==> src/rtl/selector3_arbiter_if.sv <==
// ============================================================================
//  Module      : selector3_arbiter_if
//  Description : Request/data/grant bundle for the 3-way selection arbiter.
//  Revision    : 1.0  initial release
// ============================================================================
`default_nettype none

interface selector3_arbiter_if #(
    parameter int bits = 16
);
    logic [2:0]      Req;
    logic [bits-1:0] Input0;
    logic [bits-1:0] Input1;
    logic [bits-1:0] Input2;
    logic [2:0]      Grant;
    logic [1:0]      Sel;
    logic [bits-1:0] Output;
    logic            OutValid;

    // Requester side
    modport master (
        output Req, Input0, Input1, Input2,
        input  Grant, Sel, Output, OutValid
    );

    // Arbiter side
    modport slave (
        input  Req, Input0, Input1, Input2,
        output Grant, Sel, Output, OutValid
    );
endinterface

`default_nettype wire

==> src/rtl/selector3_arbiter.sv <==
// ============================================================================
//  Module      : selector3_arbiter
//  Description : Round-robin arbiter with hold limit for a 3-way, registered
//                selection datapath.
//  Revision    : 1.0  initial release
// ============================================================================
`default_nettype none

module selector3_arbiter #(
    parameter int bits     = 16,
    parameter int MAX_HOLD = 8
) (
    input  logic               Clk,
    input  logic               Reset,
    selector3_arbiter_if.slave bus
);

    localparam int                HOLD_W    = (MAX_HOLD > 1) ? $clog2(MAX_HOLD) : 1;
    localparam logic [HOLD_W-1:0] HOLD_LAST = HOLD_W'(MAX_HOLD - 1);
    localparam logic [1:0]        SEL_IDLE  = 2'b11;

    typedef enum logic [0:0] {
        ST_IDLE = 1'b0,
        ST_BUSY = 1'b1
    } state_t;

    state_t            state_q, state_d;
    logic [2:0]        grant_q, grant_d;
    logic [1:0]        sel_q, sel_d;
    logic [HOLD_W-1:0] hold_q, hold_d;
    logic [1:0]        last_q, last_d;
    logic [bits-1:0]   out_q, out_d;
    logic              valid_q, valid_d;

    logic [2:0]        others;
    logic              owner_req;
    logic [1:0]        win;

    function automatic logic [1:0] inc3(input logic [1:0] idx);
        return (idx == 2'd2) ? 2'd0 : idx + 2'd1;
    endfunction

    // First set request scanning cyclically from start; caller guarantees req != 0.
    function automatic logic [1:0] scan_from(input logic [1:0] start, input logic [2:0] req);
        logic [1:0] pick;
        logic [1:0] idx;
        pick = 2'd0;
        for (int k = 2; k >= 0; k--) begin
            idx = 2'((int'(start) + k) % 3);
            if (req[idx]) begin
                pick = idx;
            end
        end
        return pick;
    endfunction

    always_comb begin
        state_d   = state_q;
        grant_d   = grant_q;
        sel_d     = sel_q;
        hold_d    = hold_q;
        last_d    = last_q;
        win       = 2'd0;
        others    = bus.Req & ~grant_q;
        owner_req = |(bus.Req & grant_q);

        case (state_q)
            ST_IDLE: begin
                if (|bus.Req) begin
                    win     = scan_from(inc3(last_q), bus.Req);
                    state_d = ST_BUSY;
                    grant_d = 3'b001 << win;
                    sel_d   = win;
                    hold_d  = '0;
                end
            end
            ST_BUSY: begin
                if (!owner_req) begin
                    last_d = sel_q;
                    hold_d = '0;
                    if (|others) begin
                        win     = scan_from(inc3(sel_q), others);
                        grant_d = 3'b001 << win;
                        sel_d   = win;
                    end else begin
                        state_d = ST_IDLE;
                        grant_d = 3'b000;
                        sel_d   = SEL_IDLE;
                    end
                end else if ((hold_q == HOLD_LAST) && (|others)) begin
                    // Forced rotation: the owner is excluded from this scan only.
                    last_d  = sel_q;
                    win     = scan_from(inc3(sel_q), others);
                    grant_d = 3'b001 << win;
                    sel_d   = win;
                    hold_d  = '0;
                end else if (hold_q != HOLD_LAST) begin
                    hold_d = hold_q + HOLD_W'(1);
                end
            end
            default: begin
                state_d = ST_IDLE;
                grant_d = 3'b000;
                sel_d   = SEL_IDLE;
                hold_d  = '0;
            end
        endcase
    end

    // Output word follows the select code that was in force before the edge.
    always_comb begin
        out_d   = '0;
        valid_d = (sel_q != SEL_IDLE);
        case (sel_q)
            2'd0:    out_d = bus.Input0;
            2'd1:    out_d = bus.Input1;
            2'd2:    out_d = bus.Input2;
            default: out_d = '0;
        endcase
    end

    always_ff @(posedge Clk or posedge Reset) begin
        if (Reset) begin
            state_q <= ST_IDLE;
            grant_q <= 3'b000;
            sel_q   <= SEL_IDLE;
            hold_q  <= '0;
            last_q  <= 2'd2;
            out_q   <= '0;
            valid_q <= 1'b0;
        end else begin
            state_q <= state_d;
            grant_q <= grant_d;
            sel_q   <= sel_d;
            hold_q  <= hold_d;
            last_q  <= last_d;
            out_q   <= out_d;
            valid_q <= valid_d;
        end
    end

    assign bus.Grant    = grant_q;
    assign bus.Sel      = sel_q;
    assign bus.Output   = out_q;
    assign bus.OutValid = valid_q;

endmodule

`default_nettype wire

==> src/flat_wrapper.sv <==
// flat-port wrapper written by rule: the top's interface ports become plain ports
module selector3_arbiter_flat 
#(
    parameter int bits     = 16,
    parameter int MAX_HOLD = 8
)
  (Clk, Reset, bus_Req, bus_Input0, bus_Input1, bus_Input2, bus_Grant, bus_Sel, bus_Output, bus_OutValid);
  selector3_arbiter_if #(.bits(bits)) bus_i ();
  input  logic Clk;
  input  logic Reset;
  input wire logic [$bits(bus_i.Req)-1:0] bus_Req;
  input wire logic [$bits(bus_i.Input0)-1:0] bus_Input0;
  input wire logic [$bits(bus_i.Input1)-1:0] bus_Input1;
  input wire logic [$bits(bus_i.Input2)-1:0] bus_Input2;
  output wire logic [$bits(bus_i.Grant)-1:0] bus_Grant;
  output wire logic [$bits(bus_i.Sel)-1:0] bus_Sel;
  output wire logic [$bits(bus_i.Output)-1:0] bus_Output;
  output wire logic [$bits(bus_i.OutValid)-1:0] bus_OutValid;
  assign bus_i.Req = bus_Req;
  assign bus_i.Input0 = bus_Input0;
  assign bus_i.Input1 = bus_Input1;
  assign bus_i.Input2 = bus_Input2;
  assign bus_Grant = bus_i.Grant;
  assign bus_Sel = bus_i.Sel;
  assign bus_Output = bus_i.Output;
  assign bus_OutValid = bus_i.OutValid;
  selector3_arbiter #(.bits(bits), .MAX_HOLD(MAX_HOLD)) u_core (.Clk(Clk), .Reset(Reset), .bus(bus_i));
endmodule
==> config.mk <==
export PLATFORM = sky130hd
export DESIGN_NAME = selector3_arbiter_flat
export DESIGN_NICKNAME = d
export VERILOG_FILES = /design/src/rtl/selector3_arbiter_if.sv /design/src/rtl/selector3_arbiter.sv /design/src/flat_wrapper.sv
export SDC_FILE = /design/constraint.sdc
export NUM_CORES = 1
export LEC_CHECK = 0
export ABC_AREA = 1
export CAP_MARGIN = 20
export CELL_PAD_IN_SITES_DETAIL_PLACEMENT = 0
export CELL_PAD_IN_SITES_GLOBAL_PLACEMENT = 2
export CORE_UTILIZATION = 22
export CTS_CLUSTER_SIZE = 30
export DETAILED_ROUTE_END_ITERATION = 8
export PLACE_DENSITY = 0.86
export SYNTH_ARGS = -nofsm -noshare
export SYNTH_HDL_FRONTEND = slang
export SYNTH_SLANG_ARGS = --single-unit
==> constraint.sdc <==
create_clock -name Clk -period 3.94 [get_ports Clk]
set_clock_uncertainty 0.2 [all_clocks]
set_input_delay 0.788 -clock Clk [delete_from_list [all_inputs] [get_ports Clk]]
set_output_delay 0.788 -clock Clk [all_outputs]
set_load 0.05 [all_outputs]
==> flow_summary_export.csv, run 1 <==
group,metric,value,unit
global_routing,grt.met1_usage,15.6,%
synthesis,synth_warnings,0,
synthesis,synthesis.instances,222,
layout,fin_area,2440,sq um
layout,fraction_of_final_layout_cells_with_drive_strength_greater_than_1,6.08,%
layout,finish.cell_count_without_fillers,392,
sta,fmaxAchievable,363,MHz
sta,worst_pin_slew,656,ps
synthesis,share_of_the_synthesized_area_in_compound_gates_ao_oa_aoi_oai,3.81,%
layout,n_antenna_cell,0,
die,floorplan.die.width,85.7,um
flow_run,max_cap_violations,0,
synthesis,post_synth_and_or_nand_nor_area_fraction,42.2,%
synthesis,post-synth-top-count-cell,"nand2_1",
outcome,status,"complete, no violations",
sta,hold_viol,0,
synthesis,synth_area,1540,sq um
pwr,powerDensity,751,nW/um^2
sta,min_period,2760,ps
sta,total_negative_setup_slacks,0,ps
sta,timing.final.crit_share,69.9,%
routing,drc,0,
worst_setup_path,setup.worst_path.end_class,"output port",
worst_setup_path,critPathMaxStageDelay,840,ps
synthesis,synth_seq_cells,28,
routing,drt.antenna.violating_nets,0,
worst_setup_path,path_delay_family,"buffers and inverters",
synthesis,synthArstFlopShare,100,%
routing,vias_per_cell,4.18,
routing,drt-initial-drc-count,108,
die,ioPinCount,75,
placement,post_dp_cell_area,2390,sq um
sta,maxSlewViolCount,0,
worst_setup_path,worst_setup_path_start_kind,"flop",
routing,first_pass_iters,4,
global_routing,grt_use_total,13.2,%
hold_path,hold_path_class,"flop to flop",
placement,place_inst,388,
clock_tree,worstSkewPairLatency,270,ps
layout,multi_input_comb_area,734,sq um
global_routing,first_global_vias,1684,
sta,worst_slew_margin_rel,56.2,%
sta,rsz0062_at_grt,"false",
worst_setup_path,timing.critical_path.buf_inv,1,
die,starting_utilization_of_the_core_area,22.7,%
placement,port_buffers,74,
layout,final_net_count,352,
clock_tree,postCtsSetupRepairBufs,0,
worst_setup_path,crit_arrival,1770,ps
clock_tree,ctsResizeCount,0,
synthesis,main_combinational_cell_family_by_area_after_synthesis,"simple AND/OR/NAND/NOR gates",
synthesis,synthDistinctLibCells,20,
die,die_h,85.7,um
die,placement_rows,30,
clock_tree,ctsRootBufferMaster,"clkbuf_8",
global_routing,met3_usage,4.62,%
global_routing,grt_antenna_before_repair,0,
routing,num_vias,1637,
synthesis,synth.net_count,277,
synthesis,yosys.area_share.xor_xnor,0,%
clock_tree,cts_max_path_buffers,2,
synthesis,synthMuxAreaShare,0,%
global_routing,total_overflow_reported_by_the_global_router,0,
sta,setup_viol,0,
pwr,ir_drop,0.292,mV
layout,syn2layout_area_growth,58.1,%
pwr,power_leakage,0.00117,uW
synthesis,seq_area_frac_synth,45.7,%
synthesis,most_used_flip_flop_cell_after_synthesis,"dfrtp_1",
synthesis,synthDominantCellAreaShare,40.6,%
die,core_region_area,6790,sq um
synthesis,post_synth_fa_ha_maj_area_fraction,1.62,%
clock_tree,cts_hold_repair.buffers,0,
global_routing,grt_first_pass_wirelength,7650,um
routing,route.final.wire_length,4380,um
worst_setup_path,required,2950,ps
synthesis,yosys.area.top_type,"dfrtp_1",
clock_tree,cts_made_buffers,3,
clock_tree,cts.sink_count,28,
worst_setup_path,slowest_stage,"clkdlybuf4s50_1",
synthesis,synth_common_cells,"nand2_1 (108), nand3_1 (28), dfrtp_1 (25), inv_1 (17), nor2_1 (10)",
routing,average_routed_wire_per_standard_cell,11.2,um
synthesis,ys_top_cells_by_area,"dfrtp_1 (41%), nand2_1 (26%), nand3_1 (9.1%), dfstp_2 (5.1%), inv_1 (4.1%)",
clock_tree,path_clk_slew,100,ps
placement,dpl.hpwl,3470,um
global_routing,grt-busiest-layer,"met2",
layout,layout.filler_cells,750,
synthesis,postSynthAreaPerCell,6.95,sq um
placement,routability_congestion_estimate_from_global_placement,0.746,
clock_tree,h-tree-depth,1,
synthesis,synth-edff-count,0,
sta,final.hold.worst_slack,294,ps
clock_tree,tritoncts_clock_tree,"built",
global_routing,grt_start_max_net_pins,19,
die,die_area,7350,sq um
worst_setup_path,worst-path-max-fanout,8,
global_routing,global_routing_usage_on_met2,22.0,%
worst_setup_path,worstPathCellList,"clkdlybuf4s50_1",
worst_setup_path,critical_path_class,"flop to output port",
layout,ff_latch_area,704,sq um
[logic make-up after synthesis]
| kind of cell | after synthesis |
|---|---|
| AOI/OAI and AO/OA | 10 |
| buffers and inverters | 26 |
| and+or+nand+nor | 156 |
| DFF | 28 |
| adders and majority gates | 2 |
[registers in the layout, indices dropped and copies added (netlist names)]
| name | count |
|---|---|
| u_core.bus.Sel | 2 |
| u_core.bus.OutValid | 1 |
| u_core.bus.Output | 16 |
| u_core.last_q | 2 |
| u_core.state_q | 1 |
| u_core.hold_q | 3 |
| u_core.bus.Grant | 3 |
[report_power, final]
group / total, uW / leakage, uW / switching, uW / internal (uW)
Sequential: 523 / 0.000338 / 96.6 / 426
Clock: 161 / 0.0000228 / 88.7 / 72.5
Combinational: 1150 / 0.000814 / 767 / 381
[layout by cell type, fill, tap and decap left out, types with 2 or more instances in the layout]
cell type,count
a21oi_1,2
clkbuf_8,3
clkdlybuf4s50_1,74
dfrtp_1,25
dfstp_2,3
ha_1,2
inv_1,17
inv_2,4
nand2_1,108
nand2_2,2
nand3_1,28
nand4_1,5
nor2_1,10
nor2_2,2
o21ai_0,3
o21ai_1,2
[layer usage]
metal / up-vias / routed length (um)
li1: 841 / -
met1: 721 / 1820
met2: 71 / 1960
met3: 4 / 530
met4: 0 / 59
met5: - / 0
[cell type report]
cell class	instances	area share [%]
Multi-Input combinational cell	168	30.1
Inverter	21	3.23
Timing Repair Buffer	75	31.0
Clock buffer	4	1.85
Sequential cell	28	28.9
Tap cell	96	4.93
[metrics by stage]
step	utilization [%]	worst slack (ps)	total power [uW]
2_1_floorplan	-	2140	1300
3_3_place_gp	35.0	1370	1690
3_5_place_dp	35.2	1390	1690
4_1_cts	35.9	1150	1860
5_1_grt	35.9	1110	1990
6_report	35.9	1180	1830
[worst paths after layout]
| check | from | end | slack, ps | cells past startpoint |
|---|---|---|---|---|
| max in group asynchronous | Reset | u_core.bus.Sel[1] | 2250 | 3 |
| worst max register to register | u_core.bus.Sel[1] | u_core.bus.Output[8] | 2160 | 4 |
| min in group asynchronous | Reset | u_core.bus.Output[10] | 700 | 2 |
| worst min-delay path | u_core.hold_q[2] | u_core.hold_q[2] | 290 | 2 |
| worst min register to register | u_core.hold_q[2] | u_core.hold_q[2] | 290 | 2 |
| worst max-delay path | u_core.bus.Sel[0] | bus_Sel[0] | 1180 | 1 |
No activity file was read; power rests on OpenSTA's default activity.
==> inputs of run 2 (changes only) <==
Settings changed: CORE_UTILIZATION 22 to 18, PLACE_DENSITY 0.86 to 0.75.
Clock period 3.94 ns to 2.4 ns, I/O delays scaled along.
==> flow_summary_export.csv, run 2 (synthesis results as in run 1) <==
group,metric,value,unit
worst_setup_path,ff2ff_path_depth,10,
worst_setup_path,worstReg2RegStart,"u_core.bus.Sel[0]",
pwr,power_leakage,0.00118,uW
routing,top_layer_used,"met4",
placement,dpl.hpwl,3630,um
sta,fmaxAchievable,442,MHz
layout,final_net_count,354,
pwr,pwr-share-clk,9.1,%
die,floorplan.die.width,94.6,um
pwr,power.share.sequential,28.2,%
placement,port_buffers,74,
layout,layout.filler_cells,927,
sta,min_period,2260,ps
global_routing,grt_first_pass_wirelength,7730,um
routing,detailroute.wirelength.met2,2150,um
pwr,netSwitchingFraction,52.1,%
layout,final_common_cell,"nand2_1",
flow_run,max_cap_violations,0,
worst_setup_path,path_delay_family,"buffers and inverters",
worst_setup_path,crit_arrival,1580,ps
hold_path,hold_path_depth,2,
clock_tree,cts.sink_count,28,
routing,drt.antenna.violating_nets,0,
sta,hold_viol,0,
worst_setup_path,timing.critical_path.buf_inv,1,
pwr,power,3040,uW
layout,fraction_of_final_layout_cells_with_drive_strength_greater_than_1,7.38,%
sta,timing.final.crit_share,94.3,%
sta,worst_pin_slew,546,ps
clock_tree,cts_hold_repair.buffers,0,
die,placement_rows,33,
clock_tree,cts_max_path_buffers,2,
die,starting_utilization_of_the_core_area,18.7,%
placement,routability_congestion_estimate_from_global_placement,0.778,
worst_setup_path,worst-path-max-fanout,5,
layout,syn2layout_area_growth,59.0,%
sta,worst_slew_margin_rel,63.5,%
worst_setup_path,required,1720,ps
die,die_area,8950,sq um
layout,largest_register_ff_count,16,
clock_tree,postCtsSetupRepairBufs,0,
routing,drt-initial-drc-count,49,
pwr,p_int,1450,uW
global_routing,grt_use_total,11.1,%
global_routing,first_global_vias,1662,
worst_setup_path,slowest_stage,"clkdlybuf4s50_1",
hold_path,min-delay-start,"u_core.hold_q[2]",
routing,dr_wl_met3,273,um
sta,total_negative_setup_slacks,0,ps
global_routing,grt_antenna_before_repair,0,
worst_setup_path,path_depth,1,
clock_tree,worstSkewPairLatency,280,ps
routing,first_pass_iters,4,
sta,setup_viol,0,
layout,n_antenna_cell,0,
routing,m1WireLength,1990,um
pwr,combinationalPowerShare,62.7,%
sta,rsz0062_at_grt,"false",
pwr,p_sw,1580,uW
global_routing,total_overflow_reported_by_the_global_router,0,
clock_tree,cts_made_buffers,3,
clock_tree,path_clk_slew,100,ps
clock_tree,tritoncts_clock_tree,"built",
worst_setup_path,setup.worst_path.end_class,"output port",
worst_setup_path,worstPathCellList,"clkdlybuf4s50_1",
worst_setup_path,critical_path_class,"flop to output port",
worst_setup_path,timing.critical_path.from,"u_core.bus.Grant[1]",
pwr,ir_drop,0.361,mV
routing,drc,0,
worst_setup_path,worst_setup_path_start_kind,"flop",
hold_path,hold_path_class,"flop to flop",
clock_tree,ctsRootBufferMaster,"clkbuf_8",
die,die_h,94.6,um
routing,num_vias,1639,
die,ioPinCount,75,
layout,layout.cells.most_common_list,"nand2_1 (108), clkdlybuf4s50_1 (72), nand3_1 (28)",
routing,vias_per_cell,4.07,
routing,average_routed_wire_per_standard_cell,11.2,um
routing,route.final.wire_length,4520,um
global_routing,grt_start_max_net_pins,29,
die,core_region_area,8260,sq um
clock_tree,h-tree-depth,1,
worst_setup_path,critPathMaxStageDelay,840,ps
clock_tree,ctsResizeCount,0,
outcome,status,"complete, no violations",
sta,maxSlewViolCount,0,
pwr,powerDensity,1240,nW/um^2
[run 2: cell count changes in the layout (fill, tap and decap cells not counted), sizes merged]
| cell | before | now |
|---|---|---|
| clkdlybuf4s50 | 74 | 72 |
| buf | 1 | 5 |
[run 2: per-layer routing]
metal  up-vias  track usage, %
li1        848               -
met1       732            13.0
met2        53            19.4
met3         6            2.01
met4         0            5.56
met5         -               0
[run 2: area by class of cell]
cell class / instances / area [sq um] / area share, %
Timing Repair Buffer: 77 / 758 / 30.9
Clock buffer: 4 / 45.0 / 1.84
Inverter: 21 / 78.8 / 3.21
Sequential cell: 28 / 704 / 28.7
Multi-Input combinational cell: 168 / 734 / 29.9
Tap cell: 105 / 131 / 5.36
[run 2: final timing paths]
kind | endpoint | slack [ps]
min reg2reg | u_core.hold_q[2] | 290
max in group asynchronous | u_core.last_q[1] | 1320
min in group asynchronous | u_core.bus.Grant[1] | 360
max reg2reg | u_core.bus.Grant[0] | 640
min | u_core.hold_q[2] | 290
max | bus_Grant[1] | 140
[run 2: worst register-to-register path: cells and delay by family (launching register included)]
family        cells  cell delay, ps
flops             1             440
simple gates     10            1020
[run 2: power groups by stage]
| stage | Sequential [uW] | Clock (uW) | Combinational [uW] |
|---|---|---|---|
| final | 855 | 277 | 1900 |
| after global routing | 888 | 309 | 2090 |
| after CTS | 865 | 289 | 1940 |
| after detailed placement | 873 | 0 | 1930 |
| after global placement | 873 | 0 | 1940 |
| after floorplan | 1440 | 0 | 695 |
[run 2: metrics by stage]
step | instances | util (%) | instance area [sq um] | hold slack (ps) | setup slack, ps
finish | 403 | 29.7 | 2450 | 288 | 137
floorplan | 222 | - | 1540 | 246 | 604
global route | 403 | 29.7 | 2450 | 327 | 58.9
global placement | 399 | 29.2 | 2410 | 261 | 132
CTS | 403 | 29.7 | 2450 | 295 | 101
detailed placement | 399 | 29.2 | 2410 | 272 | 180
